`src/rtl/conv_window_buffer.sv`:
```
// Sliding FxF window builder for a raster pixel stream. Line buffers feed the
// right column of a shift window; each complete patch is held until consumed.
module conv_window_buffer #(
  parameter int unsigned DATA_WIDTH = 8,
  parameter int unsigned F          = 3,
  parameter int unsigned IMG_W      = 8,
  parameter int unsigned IMG_H      = 8
) (
  input  logic                          clk,
  input  logic                          reset,
  input  logic [DATA_WIDTH-1:0]         pix_data,
  input  logic                          pix_valid,
  output logic                          pix_ready,
  output logic [F*F*DATA_WIDTH-1:0]     win_data,
  output logic                          win_valid,
  input  logic                          win_ready,
  output logic [$clog2(IMG_W)-1:0]      win_x,
  output logic [$clog2(IMG_H)-1:0]      win_y,
  output logic                          frame_done
);

  localparam int unsigned CW = $clog2(IMG_W);
  localparam int unsigned RW = $clog2(IMG_H);

  typedef logic [DATA_WIDTH-1:0] pix_t;

  logic [CW-1:0] col_q, col_d;
  logic [RW-1:0] row_q, row_d;
  logic [CW-1:0] x_q, x_d;
  logic [RW-1:0] y_q, y_d;
  logic          valid_q, valid_d;
  logic          done_q, done_d;

  // lb_q[0] holds the previous row, lb_q[F-2] the oldest one.
  pix_t lb_q  [F-1][IMG_W];
  pix_t lb_d  [F-1][IMG_W];
  pix_t win_q [F][F];
  pix_t win_d [F][F];
  pix_t new_col [F];

  logic accept, consume, last_col, last_row, emit;

  assign pix_ready = reset & (~valid_q | win_ready);
  assign accept    = pix_valid & pix_ready;
  assign consume   = valid_q & win_ready;
  assign last_col  = (col_q == CW'(IMG_W - 1));
  assign last_row  = (row_q == RW'(IMG_H - 1));
  assign emit      = accept && (32'(row_q) >= F - 1) && (32'(col_q) >= F - 1);

  // Incoming column, oldest row on top.
  for (genvar r = 0; r < F - 1; r++) begin : g_new_col
    assign new_col[r] = lb_q[F-2-r][col_q];
  end
  assign new_col[F-1] = pix_data;

  for (genvar r = 0; r < F; r++) begin : g_pack_r
    for (genvar c = 0; c < F; c++) begin : g_pack_c
      assign win_data[DATA_WIDTH*(r*F+c) +: DATA_WIDTH] = win_q[r][c];
    end
  end

  assign win_valid  = valid_q;
  assign win_x      = x_q;
  assign win_y      = y_q;
  assign frame_done = done_q;

  always_comb begin
    col_d   = col_q;
    row_d   = row_q;
    x_d     = x_q;
    y_d     = y_q;
    valid_d = valid_q;
    done_d  = 1'b0;
    lb_d    = lb_q;
    win_d   = win_q;

    if (consume) begin
      valid_d = 1'b0;
    end

    if (accept) begin
      for (int unsigned r = 0; r < F; r++) begin
        for (int unsigned c = 0; c < F - 1; c++) begin
          win_d[r][c] = win_q[r][c+1];
        end
        win_d[r][F-1] = new_col[r];
      end

      lb_d[0][col_q] = pix_data;
      for (int unsigned k = 1; k < F - 1; k++) begin
        lb_d[k][col_q] = lb_q[k-1][col_q];
      end

      if (last_col) begin
        col_d = '0;
        if (last_row) begin
          row_d  = '0;
          done_d = 1'b1;
        end else begin
          row_d = row_q + RW'(1);
        end
      end else begin
        col_d = col_q + CW'(1);
      end

      // A completing accept overrides a same-cycle consume.
      if (emit) begin
        valid_d = 1'b1;
        x_d     = col_q - CW'(F - 1);
        y_d     = row_q - RW'(F - 1);
      end
    end
  end

  always_ff @(posedge clk or negedge reset) begin
    if (!reset) begin
      col_q   <= '0;
      row_q   <= '0;
      x_q     <= '0;
      y_q     <= '0;
      valid_q <= 1'b0;
      done_q  <= 1'b0;
      for (int unsigned k = 0; k < F - 1; k++) begin
        for (int unsigned i = 0; i < IMG_W; i++) begin
          lb_q[k][i] <= '0;
        end
      end
      for (int unsigned r = 0; r < F; r++) begin
        for (int unsigned c = 0; c < F; c++) begin
          win_q[r][c] <= '0;
        end
      end
    end else begin
      col_q   <= col_d;
      row_q   <= row_d;
      x_q     <= x_d;
      y_q     <= y_d;
      valid_q <= valid_d;
      done_q  <= done_d;
      lb_q    <= lb_d;
      win_q   <= win_d;
    end
  end

endmodule
```
`config.mk`:
```
export PLATFORM = sky130hd
export DESIGN_NAME = conv_window_buffer
export DESIGN_NICKNAME = d
export VERILOG_FILES = /design/src/rtl/conv_window_buffer.sv
export SDC_FILE = /design/constraint.sdc
export NUM_CORES = 1
export LEC_CHECK = 0
export BUFFER_PORTS_ARGS = -buffer_cell sky130_fd_sc_hd__buf_2
export CAP_MARGIN = 15
export CORE_MARGIN = 2
export CORE_UTILIZATION = 55
export DETAILED_ROUTE_END_ITERATION = 16
export PLACE_DENSITY_LB_ADDON = 0.12
export SLEW_MARGIN = 20
export SYNTH_ARGS = -nofsm -noshare
export SYNTH_HDL_FRONTEND = slang
export SYNTH_SLANG_ARGS = --single-unit
```
`constraint.sdc`:
```
create_clock -name clk -period 3.3 [get_ports clk]
set_input_delay 0.165 -clock clk [delete_from_list [all_inputs] [get_ports clk]]
set_output_delay 0.165 -clock clk [all_outputs]
set_load 0.05 [all_outputs]
```
==> impl_metrics.ini, run 1 <==
[run_status]
outcome = complete, no violations

[cells_and_area]
multiInputGateArea_sq_mm = 0.003867
register_area_sq_mm = 0.005359
areaGrowthSynthToFinish_pct = 13.83
num-nets-final = 850
fillers = 1318
stdcell_area_sq_mm = 0.01088
diodes = 0
drive_gt1_share_pct = 39.43
fin_util_pct = 63.55
stdcell_count = 1067

[clock_tree]
cts_tree = built
insertion_delay_ns = 0.49
cts_sinks = 214
h-tree-depth = 1
numCtsBuffers = 23
root_buffer = clkbuf_16
clkSlewWorstSetupHoldPaths_ns = 0.06
cts_setup_buffers = 0
ctsLongestPathBuffers = 3

[logic_synthesis]
yosys.area_share.simple_pct = 9.034
synth_area_leader_cell = dfrtp_1
synth.distinct_cells = 38
synth_top_family_by_area = multiplexers
synth-seq-cells = 214
syn_inst = 733
synth_top_area_share_pct = 56.04
netlist_area_sq_mm = 0.009557
synth-seq-area-share_pct = 56.04
syn-num-nets = 756
synthXorXnorAreaFrac_pct = 0
synth_compound_area_share_pct = 5.342
ys_top_cells_by_area = dfrtp_1 56%, mux2_2 18%, nand2_1 7.2%, mux2i_1 3.7%, a221oi_4 2.2%
yosysWarnings = 0
synthMuxAreaShare_pct = 24.56
syn_area_per_cell_sq_um = 13.04
synth_fa_ha_area_share_pct = 1.440

[grt]
grtUsageTotal_pct = 22.06
grt.overflow.total = 0
grt_pass1_wl_mm = 31.81
grt_max_degree = 82
antenna_found_initial = 0
first_global_vias = 5830

[pwr]
powerDensity_mw_per_mm2 = 1120
p_leak_nw = 5.373
peakVddDrop_v = 0.0006622
p_total_mw = 12.18

[place]
portBuffers = 92
dp.cells = 1018
place_area_sq_mm = 0.01007
gp_congestion = 0.8123
hpwl_mm = 12.65

[timing]
tns_ns = 0
setup_violations = 0
timing.final.crit_period_ns = 2.399
fin_worst_skew_ns = 0.01044
hold_viol_final = 0
grt_setup_unrepaired = no
max_slew_margin_pct = 38.99
fmax_mhz = 416.8
slew_viol_final = 0
tightest_slew_ns = 0.9141
finalCritPeriodShare_pct = 72.70

[critical_path]
end_kind = flip-flop
critical_path_required_ns = 3.68
worstSetupStartpointType = flip-flop
path_class = flip-flop to flip-flop
cp_max_fo = 40
ff2ff_path_depth = 5
crit_arrival_ns = 2.77

[die]
ios = 93
die_w_um = 135.8
start_util_pct = 55.83
die-area_sq_mm = 0.01845
die_y_um = 135.8
core_area_sq_mm = 0.01712
rows = 48

[detailed_routing]
via_per_inst = 5.470
dr.pass1.iters = 4
ant_nets = 0
vias = 5836
wl_per_cell_um = 18.49
drcViolationCount = 0
drt_iter0_drc = 259
drt_wl_total_mm = 19.73

[worst_hold_path]
hold_depth = 3
hold_class = input port to flip-flop

[job]
drv_cap = 0
Yosys cell counts, drive strengths merged:
library cell and count:
and2 1, ha 11, mux2i 35, a22oi 6, or3 2, dfrtp 214, nor2 6, a221o 2
a21boi 2, nand2b 2, and3 3, inv 8, mux2 174, o21ai 11, nand2 184, buf 31
nand3 4, o22ai 10, o221ai 6, nand4 1, nor2b 2, clkbuf 10, a221oi 8
final timing paths:
kind	end	slack, ns	startpoint
min	win_data[64]$_DFFE_PN0P_	0.03	pix_data[0]
min reg2reg	win_data[4]$_DFFE_PN0P_	0.47	win_data[4]$_DFFE_PN0P_
max in group asynchronous	win_data[20]$_DFFE_PN0P_	1.44	reset
min in group asynchronous	win_valid$_DFF_PN0_	0.11	reset
max reg2reg	row_q[2]$_DFFE_PN0P_	0.90	col_q[0]$_DFFE_PN0P_
max	row_q[2]$_DFFE_PN0P_	0.90	col_q[0]$_DFFE_PN0P_
critical path, stage by stage (launching register included):
cell	delay [ns]
dfrtp_4	0.82
buf_4	0.56
ha_1	0.24
ha_1	0.18
nand2_1	0.12
mux2_2	0.32
repair_timing:
action | 4_1_cts | 5_1_grt
hold buffers | 9 | 0
hold endpoints to repair | 28 | 0
resized for setup | 0 | 0
per-stage QoR:
step                      worst slack [ns]  hold WS [ns]
after floorplan                      1.257       -0.1306
after global placement              0.9514       0.04941
after detailed placement            0.9136       0.05702
after CTS                           0.8994       0.02235
after global routing                0.7809       0.04416
final                               0.9009       0.03425
cell type report:
cell class / count / share of cell area (%)
inverter: 8 / 0.2761
clock buffer: 35 / 6.257
timing repair buffer: 110 / 5.797
clock inverter: 5 / 0.2646
tap: 225 / 2.588
sequential: 214 / 49.26
multi-input combinational: 470 / 35.55
metal layers:
metal	up-vias	track usage (%)	share of wire, %
li1	2717	-	-
met1	2942	32.40	46
met2	149	35.52	47
met3	28	2.685	4.7
met4	0	5.093	1.6
met5	-	0	0
kinds of logic after synthesis:
group	count (synthesis)
AOI/OAI and AO/OA	45
buffers and inverters	49
and+or+nand+nor	205
adders and majority gates	11
DFF	214
muxes	209
sequential cells by signal, summed over array words and instances (netlist names):
name	flops
win_x	3
win_y	3
win_valid	1
row_q	3
col_q	3
frame_done	1
win_data	72
lb_q	128
cells in the final DEF, fill, tap and decap left out, drive strengths merged, types with 3 or more instances in the layout:
master | Yosys | routed
dlygate4sd3 | 0 | 9
o221ai | 6 | 6
mux2i | 35 | 35
o22ai | 10 | 10
buf | 31 | 100
a221oi | 8 | 8
nor2 | 6 | 6
nand2 | 184 | 184
and3 | 3 | 3
clkbuf | 10 | 36
o21ai | 11 | 11
ha | 11 | 11
nand3 | 4 | 4
mux2 | 174 | 174
a22oi | 6 | 6
dfrtp | 214 | 214
inv | 8 | 8
clkinv | 0 | 5
report_power, final:
group	switching, mW	internal [mW]
Combinational	3.31	1.97
Clock	0.962	1.41
Sequential	0.763	3.76
Note: power is estimated with default switching activity, not from simulation.
==> run 2, diff against run 1 <==
==> constraint.sdc (replaced) <==
create_clock -name clk -period 2.5 [get_ports clk]
set_input_delay 0.125 -clock clk [delete_from_list [all_inputs] [get_ports clk]]
set_output_delay 0.125 -clock clk [all_outputs]
set_load 0.05 [all_outputs]
==> run 2 against run 1 <==
Against the previous run:
- worst hold slack improved by 0.072 ns
- final cell count increased by 0.56%
- register-to-register slack got worse by 0.52 ns
- non-clock buffer count increased by 8
- maximum frequency increased by 13%
- core utilization increased by 0.59 points
- wire length decreased by 0.51%
- sequential share of layout area decreased by 0.45 points
- combinational power increased by 34%
- clock skew decreased by 0.0021 ns
- worst setup slack got worse by 0.52 ns
- critical path type unchanged
- critical endpoint is now win_y[1]$_DFFE_PN0P_
- largest cell class unchanged
==> impl_metrics.ini, run 2 (synthesis gave the netlist of run 1 again) <==
[timing]
timing.final.crit_period_ns = 2.123
tns_ns = 0
grt_setup_unrepaired = no
setup_violations = 0
fmax_mhz = 471.1
timing.hold.ws_ns = 0.1060
setup_slack_ns = 0.3773
hold_viol_final = 0
slew_viol_final = 0
tightest_slew_ns = 1.005
fin_worst_skew_ns = 0.008348
finalCritPeriodShare_pct = 84.91
max_slew_margin_pct = 33.02

[cells_and_area]
stdcell_count = 1073
num-nets-final = 858
largest_register_ffs = 128
fin_util_pct = 64.14
diodes = 0
largest-register = lb_q
final_common_cell = dfrtp_1
fillers = 1344
most-common-layout-cells = 213 x dfrtp_1, 184 x nand2_1, 156 x mux2_2
stdcell_area_sq_mm = 0.01098
drive_gt1_share_pct = 39.98
areaGrowthSynthToFinish_pct = 14.89

[detailed_routing]
wl_per_cell_um = 18.29
vias = 5866
ant_nets = 0
drt_iter0_drc = 277
via_per_inst = 5.467
drcViolationCount = 0
drt_wl_total_mm = 19.63
dr.pass1.iters = 4

[critical_path]
path_class = flip-flop to flip-flop
worstSetupStartpointType = flip-flop
crit_arrival_ns = 2.49
critical_path_required_ns = 2.87
end_kind = flip-flop
cp_max_fo = 10

[clock_tree]
cts_setup_buffers = 0
insertion_delay_ns = 0.50
clkSlewWorstSetupHoldPaths_ns = 0.06
root_buffer = clkbuf_16
ctsLongestPathBuffers = 3
ctsHoldBuffers = 10
cts_tree = built
h-tree-depth = 1
numCtsBuffers = 23
cts_sinks = 214
cts_resized = 0

[worst_hold_path]
hold_class = input port to asynchronous set/reset pin

[die]
die_w_um = 135.8
die_y_um = 135.8
core_area_sq_mm = 0.01712
rows = 48
die-area_sq_mm = 0.01845
ios = 93
start_util_pct = 55.83

[place]
dp.cells = 1025
gp_congestion = 0.7495
portBuffers = 92
preCtsSetupSlack_ns = 0.3853
hpwl_mm = 12.77
place_area_sq_mm = 0.01015

[pwr]
p_total_mw = 16.25
powerDensity_mw_per_mm2 = 1481
peakVddDrop_v = 0.0008316
p_leak_nw = 5.429

[grt]
grt_max_degree = 185
first_global_vias = 6071
grtUsageTotal_pct = 22.13
grt.overflow.total = 0
grt_pass1_wl_mm = 32.23
antenna_found_initial = 0

[job]
drv_cap = 0

[run_status]
outcome = complete, no violations
-- run 2: critical path, cell delays in order, from the launching register on --
cell and delay (ns):
dfrtp_1 0.55, inv_1 0.15, ha_1 0.27, a21boi_0 0.14, or3_1 0.51, mux2_1 0.38
-- run 2: power breakdown --
part | switching (mW) | leakage, nW | total, mW | internal, mW
Clock | 1.30 | 0.362 | 3.26 | 1.96
Sequential | 0.942 | 2.70 | 5.91 | 4.97
Combinational | 4.42 | 2.37 | 7.09 | 2.68
-- run 2: cell type report --
type / instances / area (sq um) / area share (%)
repair buffers: 118 / 714.4 / 6.507
clock inverters: 5 / 53.80 / 0.4900
well taps: 225 / 281.5 / 2.564
multi-input cells: 470 / 3867 / 35.23
inverters: 8 / 30.03 / 0.2735
clock buffers: 33 / 673.1 / 6.131
flip-flops and latches: 214 / 5359 / 48.81
-- run 2: layer usage --
metal	wire, um	vias to the layer above	GRT usage, %
met5	0	-	0
met3	1146	26	3.169
met1	8842	2947	30.93
met2	9317	150	36.78
met4	324	0	5.556
li1	-	2743	-
-- run 2: final timing paths --
path | start | end | slack, ns | cells past startpoint
min reg2reg | win_data[49]$_DFFE_PN0P_ | win_data[49]$_DFFE_PN0P_ | 0.47 | 2
max | col_q[1]$_DFFE_PN0P_ | win_y[1]$_DFFE_PN0P_ | 0.38 | 5
max in group asynchronous | reset | win_data[4]$_DFFE_PN0P_ | 1.12 | 3
max reg2reg | col_q[1]$_DFFE_PN0P_ | win_y[1]$_DFFE_PN0P_ | 0.38 | 5
min | reset | col_q[2]$_DFFE_PN0P_ | 0.11 | 2
min in group clk | pix_valid | win_data[68]$_DFFE_PN0P_ | 0.21 | 4
